`src/rtl/parking_pkg.sv`:
```
// Shared definitions for the parking entry barrier: state encoding, counter
// widths and default timing parameters.
package parking_pkg;

  localparam int SEC_W   = 8;
  localparam int TRIES_W = 8;

  localparam int MOVE_SECS_DEF         = 3;
  localparam int PASS_TIMEOUT_SECS_DEF = 10;
  localparam int ALARM_SECS_DEF        = 5;
  localparam int MAX_TRIES_DEF         = 3;

  typedef enum logic [2:0] {
    ST_IDLE    = 3'd0,
    ST_OPENING = 3'd1,
    ST_OPEN    = 3'd2,
    ST_CLOSING = 3'd3,
    ST_ALARM   = 3'd4
  } state_t;

  // The barrier is in motion in these states; the warning lamp blinks only here.
  function automatic logic is_moving(state_t s);
    return (s == ST_OPENING) || (s == ST_CLOSING);
  endfunction

endpackage

```
`src/rtl/parking_gate_ctrl_if.sv`:
```
// Sensor/card-reader inputs and motor/LED outputs of the entry barrier.
interface parking_gate_ctrl_if;

  logic       car_present;
  logic       card_valid;
  logic       card_ok;
  logic       car_passed;
  logic       beam_blocked;
  logic       motor_open;
  logic       motor_close;
  logic       gate_open;
  logic       warn_led;
  logic       alarm;
  logic       entry_pulse;
  logic [2:0] state_o;

  modport master (
    output car_present, card_valid, card_ok, car_passed, beam_blocked,
    input  motor_open, motor_close, gate_open, warn_led, alarm, entry_pulse, state_o
  );

  modport slave (
    input  car_present, card_valid, card_ok, car_passed, beam_blocked,
    output motor_open, motor_close, gate_open, warn_led, alarm, entry_pulse, state_o
  );

endinterface

```
`src/rtl/tick_sync_edge.sv`:
```
// Brings a slow divider square wave into the clk_40MHz domain and turns each
// rising edge into a single-cycle tick, three cycles after the input edge.
module tick_sync_edge (
  input  logic clk_40MHz,
  input  logic rst_n,
  input  logic async_in,
  output logic tick
);

  logic sync_p0;
  logic sync_p1;
  logic prev_p2;

  // Two-flop synchroniser, delayed copy, and registered rising-edge pulse.
  always_ff @(posedge clk_40MHz) begin
    if (!rst_n) begin
      sync_p0 <= 1'b0;
      sync_p1 <= 1'b0;
      prev_p2 <= 1'b0;
      tick    <= 1'b0;
    end else begin
      sync_p0 <= async_in;
      sync_p1 <= sync_p0;
      prev_p2 <= sync_p1;
      tick    <= sync_p1 & ~prev_p2;
    end
  end

endmodule

```
`src/rtl/parking_gate_ctrl.sv`:
```
// Entry-barrier sequencer: card authorisation, open/close strokes timed in
// seconds, pass/timeout handling, bad-card alarm. All outputs are registered.
module parking_gate_ctrl
  import parking_pkg::*;
#(
  parameter int MOVE_SECS         = MOVE_SECS_DEF,
  parameter int PASS_TIMEOUT_SECS = PASS_TIMEOUT_SECS_DEF,
  parameter int ALARM_SECS        = ALARM_SECS_DEF,
  parameter int MAX_TRIES         = MAX_TRIES_DEF
) (
  input  logic                clk_40MHz,
  input  logic                rst_n,
  input  logic                clk_1Hz,
  input  logic                clk_2Hz,
  parking_gate_ctrl_if.slave  bus
);

  logic               tick_1s;
  logic               tick_half;
  state_t             state_q, state_d;
  logic [SEC_W-1:0]   sec_q, sec_d;
  logic [TRIES_W-1:0] tries_q, tries_d;
  logic               entry_d, warn_d;
  logic               motor_open_q, motor_close_q, gate_open_q;
  logic               warn_q, alarm_q, entry_q;
  logic [2:0]         state_o_q;

  tick_sync_edge u_tick_1s (
    .clk_40MHz (clk_40MHz),
    .rst_n     (rst_n),
    .async_in  (clk_1Hz),
    .tick      (tick_1s)
  );

  tick_sync_edge u_tick_half (
    .clk_40MHz (clk_40MHz),
    .rst_n     (rst_n),
    .async_in  (clk_2Hz),
    .tick      (tick_half)
  );

  // Next-state, seconds counter, tries counter and next output values.
  always_comb begin
    state_d = state_q;
    sec_d   = sec_q;
    tries_d = tries_q;
    entry_d = 1'b0;
    warn_d  = 1'b0;
    case (state_q)
      ST_IDLE: begin
        if (bus.card_valid && bus.car_present) begin
          if (bus.card_ok) begin
            state_d = ST_OPENING;
            tries_d = '0;
          end else begin
            tries_d = tries_q + 1'b1;
            if (tries_q == TRIES_W'(MAX_TRIES - 1)) state_d = ST_ALARM;
          end
        end
      end
      ST_OPENING: begin
        if (sec_q == SEC_W'(MOVE_SECS)) state_d = ST_OPEN;
      end
      ST_OPEN: begin
        // A car clearing the barrier on the timeout cycle is still counted.
        if (bus.car_passed) begin
          state_d = ST_CLOSING;
          entry_d = 1'b1;
        end else if (sec_q == SEC_W'(PASS_TIMEOUT_SECS)) begin
          state_d = ST_CLOSING;
        end
      end
      ST_CLOSING: begin
        // Safety beam overrides a completed stroke: reopen fully.
        if (bus.beam_blocked) state_d = ST_OPENING;
        else if (sec_q == SEC_W'(MOVE_SECS)) state_d = ST_IDLE;
      end
      ST_ALARM: begin
        if (sec_q == SEC_W'(ALARM_SECS)) begin
          state_d = ST_IDLE;
          tries_d = '0;
        end
      end
      default: state_d = ST_IDLE;
    endcase

    if (state_d != state_q) sec_d = '0;
    else if (tick_1s && (sec_q != '1)) sec_d = sec_q + 1'b1;

    if (is_moving(state_q) && is_moving(state_d)) warn_d = warn_q ^ tick_half;
  end

  // State, counters and registered output decode.
  always_ff @(posedge clk_40MHz) begin
    if (!rst_n) begin
      state_q       <= ST_IDLE;
      sec_q         <= '0;
      tries_q       <= '0;
      motor_open_q  <= 1'b0;
      motor_close_q <= 1'b0;
      gate_open_q   <= 1'b0;
      warn_q        <= 1'b0;
      alarm_q       <= 1'b0;
      entry_q       <= 1'b0;
      state_o_q     <= 3'd0;
    end else begin
      state_q       <= state_d;
      sec_q         <= sec_d;
      tries_q       <= tries_d;
      motor_open_q  <= (state_d == ST_OPENING);
      motor_close_q <= (state_d == ST_CLOSING);
      gate_open_q   <= (state_d == ST_OPEN);
      warn_q        <= warn_d;
      alarm_q       <= (state_d == ST_ALARM);
      entry_q       <= entry_d;
      state_o_q     <= state_d;
    end
  end

  assign bus.motor_open  = motor_open_q;
  assign bus.motor_close = motor_close_q;
  assign bus.gate_open   = gate_open_q;
  assign bus.warn_led    = warn_q;
  assign bus.alarm       = alarm_q;
  assign bus.entry_pulse = entry_q;
  assign bus.state_o     = state_o_q;

endmodule

```
`src/flat_wrapper.sv`:
```
// flat-port wrapper written by rule: the top's interface ports become plain ports
module parking_gate_ctrl_flat import parking_pkg::*;
#(
  parameter int MOVE_SECS         = MOVE_SECS_DEF,
  parameter int PASS_TIMEOUT_SECS = PASS_TIMEOUT_SECS_DEF,
  parameter int ALARM_SECS        = ALARM_SECS_DEF,
  parameter int MAX_TRIES         = MAX_TRIES_DEF
)
  (clk_40MHz, rst_n, clk_1Hz, clk_2Hz, bus_car_present, bus_card_valid, bus_card_ok, bus_car_passed, bus_beam_blocked, bus_motor_open, bus_motor_close, bus_gate_open, bus_warn_led, bus_alarm, bus_entry_pulse, bus_state_o);
  parking_gate_ctrl_if bus_i ();
  input  logic clk_40MHz;
  input  logic rst_n;
  input  logic clk_1Hz;
  input  logic clk_2Hz;
  input wire logic [$bits(bus_i.car_present)-1:0] bus_car_present;
  input wire logic [$bits(bus_i.card_valid)-1:0] bus_card_valid;
  input wire logic [$bits(bus_i.card_ok)-1:0] bus_card_ok;
  input wire logic [$bits(bus_i.car_passed)-1:0] bus_car_passed;
  input wire logic [$bits(bus_i.beam_blocked)-1:0] bus_beam_blocked;
  output wire logic [$bits(bus_i.motor_open)-1:0] bus_motor_open;
  output wire logic [$bits(bus_i.motor_close)-1:0] bus_motor_close;
  output wire logic [$bits(bus_i.gate_open)-1:0] bus_gate_open;
  output wire logic [$bits(bus_i.warn_led)-1:0] bus_warn_led;
  output wire logic [$bits(bus_i.alarm)-1:0] bus_alarm;
  output wire logic [$bits(bus_i.entry_pulse)-1:0] bus_entry_pulse;
  output wire logic [$bits(bus_i.state_o)-1:0] bus_state_o;
  assign bus_i.car_present = bus_car_present;
  assign bus_i.card_valid = bus_card_valid;
  assign bus_i.card_ok = bus_card_ok;
  assign bus_i.car_passed = bus_car_passed;
  assign bus_i.beam_blocked = bus_beam_blocked;
  assign bus_motor_open = bus_i.motor_open;
  assign bus_motor_close = bus_i.motor_close;
  assign bus_gate_open = bus_i.gate_open;
  assign bus_warn_led = bus_i.warn_led;
  assign bus_alarm = bus_i.alarm;
  assign bus_entry_pulse = bus_i.entry_pulse;
  assign bus_state_o = bus_i.state_o;
  parking_gate_ctrl #(.MOVE_SECS(MOVE_SECS), .PASS_TIMEOUT_SECS(PASS_TIMEOUT_SECS), .ALARM_SECS(ALARM_SECS), .MAX_TRIES(MAX_TRIES)) u_core (.clk_40MHz(clk_40MHz), .rst_n(rst_n), .clk_1Hz(clk_1Hz), .clk_2Hz(clk_2Hz), .bus(bus_i));
endmodule
```
`config.mk`:
```
export PLATFORM = sky130hd
export DESIGN_NAME = parking_gate_ctrl_flat
export DESIGN_NICKNAME = d
export VERILOG_FILES = /design/src/rtl/parking_pkg.sv /design/src/rtl/parking_gate_ctrl_if.sv /design/src/rtl/tick_sync_edge.sv /design/src/rtl/parking_gate_ctrl.sv /design/src/flat_wrapper.sv
export SDC_FILE = /design/constraint.sdc
export NUM_CORES = 1
export LEC_CHECK = 0
export ABC_AREA = 1
export CORE_AREA = 2 2 55 57
export DETAILED_ROUTE_END_ITERATION = 16
export DIE_AREA = 0 0 57 59
export PLACE_DENSITY = 0.81
export SYNTH_ARGS = -nofsm -noshare
export SYNTH_HDL_FRONTEND = slang
export SYNTH_SLANG_ARGS = --single-unit
```
`constraint.sdc`:
```
create_clock -name clk_40MHz -period 2.6 [get_ports clk_40MHz]
set_input_delay 0.52 -clock clk_40MHz [delete_from_list [all_inputs] [get_ports clk_40MHz]]
set_output_delay 0.52 -clock clk_40MHz [all_outputs]
set_load 0.02 [all_outputs]
```
==> summary.md <==
| Metric | Value |
|---|---|
| Status | `complete, no violations` |
| Final worst-path cycle share | `0.754` |
| Pins Over Slew Limit | `0` |
| Initial antenna violation count | `0` |
| # Post-CTS Setup Buffers | `0` |
| Setup crit end kind | `output port` |
| Worst Hold Class | `flop to flop` |
| Unrepaired setup endpoints after global routing | `false` |
| WL met3 | `about 110 um` |
| Largest net degree at the start of global routing | `13` |
| Die Area | `around 3400 um^2` |
| Initial Util | `0.583` |
| Critical path arrival | `1.44 ns` |
| Final setup TNS | `0 ns` |
| Total global routing overflow | `0` |
| Util after Layout | `0.688` |
| Max Fclk | `0.510 GHz` |
| P per Cell Area | `540 nW/um^2` |
| Worst-path fanout max | `7` |
| Drt pass-1 iters | `5` |
| Largest registers | `u_core.sec_q x8, u_core.tries_q x8, u_core.state_q x3` |
| Die height | `59 um` |
| Slowest stage delay, CP | `between 0.6 and 0.7 ns` |
| Register area share after synthesis | `0.418` |
| Clock skew | `0.0168 ns` |
| Routed len/inst | `10.4 um` |
| Worst-Margin Slew | `0.304 ns` |
| Highest routed layer | `met4` |
| Routed Antenna Nets | `0` |
| Post-route cell area | `1860 um^2` |
| Area delta synth->final | `18.1%` |
| Leak | `0.835 nW` |
| Cell Rows | `19` |
| Startpoint Class | `flop` |
| Num ports | `18` |
| PortBufs | `17` |
| Placer congestion estimate | `0.857` |
| Core footprint | `~2700 um^2` |
| Clk root buf | `clkbuf_4` |
| Critical path buffers and inverters | `1` |
| Slew Limit Headroom | `0.795` |
| Min Tclk post-route | `1.96 ns` |
| DRC | `0` |
| Routed WL | `2.92 mm` |
| Skew-Pair Late Insertion Delay | `0.34 ns` |
| Share of post-route cells with drive strength above 1 | `0.0880` |
| Via density | `4.74` |
| H-tree levels | `2` |
| Yosys reg bits | `33` |
| Vias in the first global route | `1212` |
| Max clock buf depth | `2` |
| First-pass GRT wire length | `4.83 mm` |
| Synthesis Warnings | `0` |
| CP required | `2.08 ns` |
| Post-place instance area | `1780 um^2` |
| Number of diodes | `0` |
| Syn_nets | `240` |
| Slowest cell on the critical path | `clkdlybuf4s50_1` |
| WS Path Type | `flop to output port` |
| Final setup viols | `0` |
| # nets final | `263` |
| Final Hold Viols | `0` |
| VDD IR max | `434 uV` |
| Syn Area/Cell | `approximately 7 um^2` |
| Wl on met1 | `1.42 mm` |
| Total of max-cap violations | `0` |
| WL met2 | `1.33 mm` |
| Post_cts resized | `0` |
| CTS buffer count | `5` |
| Synth cell types | `24` |
| Cell Area, Synth | `1580 um^2` |
| Crit-path cells | `clkdlybuf4s50_1` |
| Hold bufs inserted after CTS | `0` |
| Hpwl dp | `2.14 mm` |
| Die width | `57 um` |
| CP top delay family | `buffers and inverters` |
| GR Util All Layers | `0.187` |
| Syn Inst Count | `226` |
| Sink Count | `33` |
| Drt initial violations | `50` |
| Reg clk slew, reported paths | `0.10 ns` |
| Vias | `1331` |
| CTS tree | `done` |
-- worst paths after layout --
| check | startpoint | slack, ns | to | cells after the start |
|---|---|---|---|---|
| max | u_core.state_q[2]$_SDFF_PN0_ | 0.64 | bus_state_o[2] | 1 |
| min | u_core.u_tick_half.prev_p2$_SDFF_PN0_ | 0.39 | u_core.u_tick_half.tick$_SDFF_PN0_ | 1 |
| max reg2reg | u_core.state_q[1]$_SDFF_PN0_ | 1.01 | u_core.tries_q[3]$_SDFFE_PN0P_ | 9 |
| min reg2reg | u_core.u_tick_half.prev_p2$_SDFF_PN0_ | 0.39 | u_core.u_tick_half.tick$_SDFF_PN0_ | 1 |
-- logic make-up (layout without fill, tap and decap cells) --
kind of cell               Yosys count  count (layout)  synth area share
buffers and inverters               40              64             0.101
xor gates and xnor gates             9               9            0.0499
AOI/OAI and AO/OA                   16              16            0.0563
adders and majority gates            5               5            0.0396
and+or+nand+nor                    123             123             0.335
DFF                                 33              33             0.418
-- where the power goes --
part | switching (mW) | internal, mW | leakage [nW]
clock network | 0.180 | 0.230 | 0.0455
registers | 0.00703 | 0.515 | 0.268
logic | 0.0428 | 0.0314 | 0.522
total | 0.230 | 0.776 | 0.835
-- layout by cell type (no fill, tap or decap), types with 3 or more instances in the layout --
cell	instances
a21oi_1	7
clkbuf_4	5
clkdlybuf4s50_1	17
dfxtp_1	33
ha_1	5
inv_1	36
nand2_1	52
nand2_2	4
nand3_1	11
nand4_1	3
nor2_1	41
nor2_2	3
nor3_1	5
o21ai_0	6
xor2_1	8
-- worst register-to-register path, stage by stage (launching register included) --
cell     delay [ns]
dfxtp_1        0.38
nor2_1         0.24
nand2_1        0.15
nand2_1        0.10
o21a_2         0.26
nand2_1        0.10
nand2_2        0.12
inv_2          0.07
nand2_1        0.05
a21oi_1        0.03
-- metal layers --
metal,up-vias,GRT usage
met4,0,0.0897
li1,737,-
met5,-,0
met2,30,0.317
met3,5,0.0459
met1,559,0.223
-- synthesized netlist by cell type (all sizes together) --
| cell type | instances | share of area |
|---|---|---|
| nand3 | 12 | 0.041 |
| o21a | 1 | 0.0055 |
| o211a | 1 | 0.0063 |
| nand4 | 3 | 0.012 |
| nand2 | 56 | 0.14 |
| ha | 5 | 0.040 |
| a21oi | 7 | 0.022 |
| inv | 38 | 0.090 |
| buf | 2 | 0.010 |
| dfxtp | 33 | 0.42 |
| or2 | 1 | 0.0040 |
| xor2 | 8 | 0.044 |
| nor3 | 6 | 0.022 |
| o21ai | 7 | 0.022 |
| xnor2 | 1 | 0.0055 |
| nor2 | 45 | 0.12 |
-- metrics by stage --
step	total power, mW	hold WS (ns)	instances	worst slack [ns]
global placement	0.605	0.371	273	0.700
finish	1.01	0.389	281	0.640
CTS	1.01	0.392	281	0.633
global route	1.04	0.411	281	0.596
detailed placement	0.607	0.377	273	0.650
floorplan	0.581	0.368	226	1.21
-- cell type report --
cell class / instances / area (um^2)
Clock inverter: 1 / 30.0
Multi-Input combinational cell: 153 / 759
Timing Repair Buffer: 18 / 178
Clock buffer: 7 / 55.1
Tap cell: 31 / 38.8
Inverter: 38 / 143
Fill cell: 243 / 846
Sequential cell: 33 / 661
(Power assumes the default switching activity.)
==> variant (same settings) <==
`SEC_W`: 8 -> 9.
--- a/src/rtl/parking_pkg.sv
+++ b/src/rtl/parking_pkg.sv
@@ -2,7 +2,7 @@
 // widths and default timing parameters.
 package parking_pkg;
 
-  localparam int SEC_W   = 8;
+  localparam int SEC_W   = 9;
   localparam int TRIES_W = 8;
 
   localparam int MOVE_SECS_DEF         = 3;
Formal check against the unedited RTL: no difference found for any inputs over 10 cycles, from zero or initial values and one cycle with rst_n low; that may be too few to reach the edited logic, so the function may still have changed.
==> variant against the unedited design <==
  * Total power is 7.5% lower
  * Non-clock buffer count decreased by 1
  * Design area is 3.2% higher
  * Global-route usage rose by 3.9 points
  * Area after synthesis increased by 4.8%
  * Maximum frequency shrank 1.4%
  * Routed wire length increased by 8.6%
  * Sequential power increased by 3%
  * Worst setup slack got worse by 0.028 ns
  * Worst hold slack got worse by 0.0022 ns
  * Sequential cell count is 1 higher
==> variant: results (changes against the unedited design) <==
drt pass-1 iters -> 4 (-1)
status -> completed
CP arrival -> 2.23 ns (+0.79 ns)
pre-CTS WS -> 0.549 ns (-0.101 ns)
syn_nets -> 243 (+1.3%)
slowest stage delay, CP -> 0.36 ns (-0.29 ns)
kind of end point of the critical path -> flip-flop
Net Sw Power -> 235 uW (+2.2%)
final net count -> 266 (+1.1%)
r2r setup slk -> 0.61 ns (-0.40 ns)
CTS Root Cell -> clkbuf_4
final instance area -> 0.00192 sq mm (+3.2%)
first-pass GRT wire length -> 5850 microns (+21%)
sequential share of the synthesized area -> 0.411 (-0.00720)
Top Registers -> u_core.sec_q x9, u_core.tries_q x8, u_core.state_q x3
reg2reg end -> u_core.sec_q[5]$_SDFFE_PP0P_
GR Util met2 -> 0.379 (+0.0624)
Filler cells -> 249 (+2.5%)
Min-Delay Endpoint -> u_core.u_tick_1s.tick$_SDFF_PN0_
met1 Track Usage GR -> 0.265 (+0.0429)
Worst path top cell family by delay -> simple AND/OR/NAND/NOR gates
Vias/cell -> 5.17 (+9.1%)
GRT met3 Usage -> 0.0590 (+0.0131)
Worst Reg-to-Reg Cells -> 10 (+1)
Synth area leaders -> dfxtp_1, nand2_1, nor2_1
Slew HR -> 0.699 (-0.0963)
all-layer global routing usage -> 0.225 (+0.0385)
DRT iter0 DRCs -> 45 (-10%)
R2R Path Start -> u_core.sec_q[0]$_SDFFE_PP0P_
Post-DP HPWL -> 2460 microns (+15%)
Mapped Cells -> 228 (+0.88%)
gpl congestion -> 0.855 (-0.20%)
final clock skew -> 0.00762 ns (-0.00919 ns)
vias in the first global route -> 1447 (+19%)
WHS -> 0.387 ns (-0.00223 ns)
HP Start -> u_core.u_tick_1s.prev_p2$_SDFF_PN0_
Post-Route WL -> 3170 microns (+8.6%)
initial antenna violation count -> 0 (unchanged)
FMAX -> 503 MHz (-1.4%)
CP Max Fanout -> 8 (+1)
VDD IR max -> 0.000457 V (+5.2%)
fin cells -> 283 (+0.71%)
Leak -> 0.807 nW (-3.4%)
## variant: cell count changes after synthesis, sizes merged, moves of 3 or more
cell,delta
inv,-3
nand2,-6
nor2,+6
nor3,+3
## variant: cell type report
type	instances	share of cell area
Multi-Input combinational cell	158	0.435
Inverter	35	0.0696
Timing Repair Buffer	17	0.0884
Clock buffer	6	0.0267
Sequential cell	34	0.354
Tap cell	31	0.0202
Clock inverter	2	0.00650
## variant: worst register-to-register path: stages (launching register included)
cell and delay [ns]:
dfxtp_1 0.36, ha_1 0.23, nand3_1 0.12, nor4_1 0.06, ha_1 0.21, nor2_2 0.28, nand2_1 0.11, nor2_1 0.17
nand3_1 0.11, xor2_1 0.18, nor2_2 0.06
## variant: kinds of logic after synthesis
| logic type | share of synthesized area |
|---|---|
| AOI/OAI and AO/OA | 0.0574 |
| xor gates and xnor gates | 0.0476 |
| adders and majority gates | 0.0454 |
| buffers and inverters | 0.0831 |
| DFF | 0.411 |
| and+or+nand+nor | 0.355 |
## variant: layer usage
metal  routed length [microns]  part of all wire  vias up
met2                      1530              0.48       39
li1                          -                 -      756
met1                      1430              0.45      661
met4                        60             0.019        0
met5                         0                 0        -
met3                       155             0.049        6
## variant: power by group through the flow
stage	registers, mW	clock network (mW)	logic (mW)
3_5_place_dp	0.550	0	0.0841
4_1_cts	0.538	0.320	0.0843
5_1_grt	0.540	0.338	0.0951
3_3_place_gp	0.550	0	0.0830
2_1_floorplan	0.552	0	0.0513
6_report	0.538	0.308	0.0841
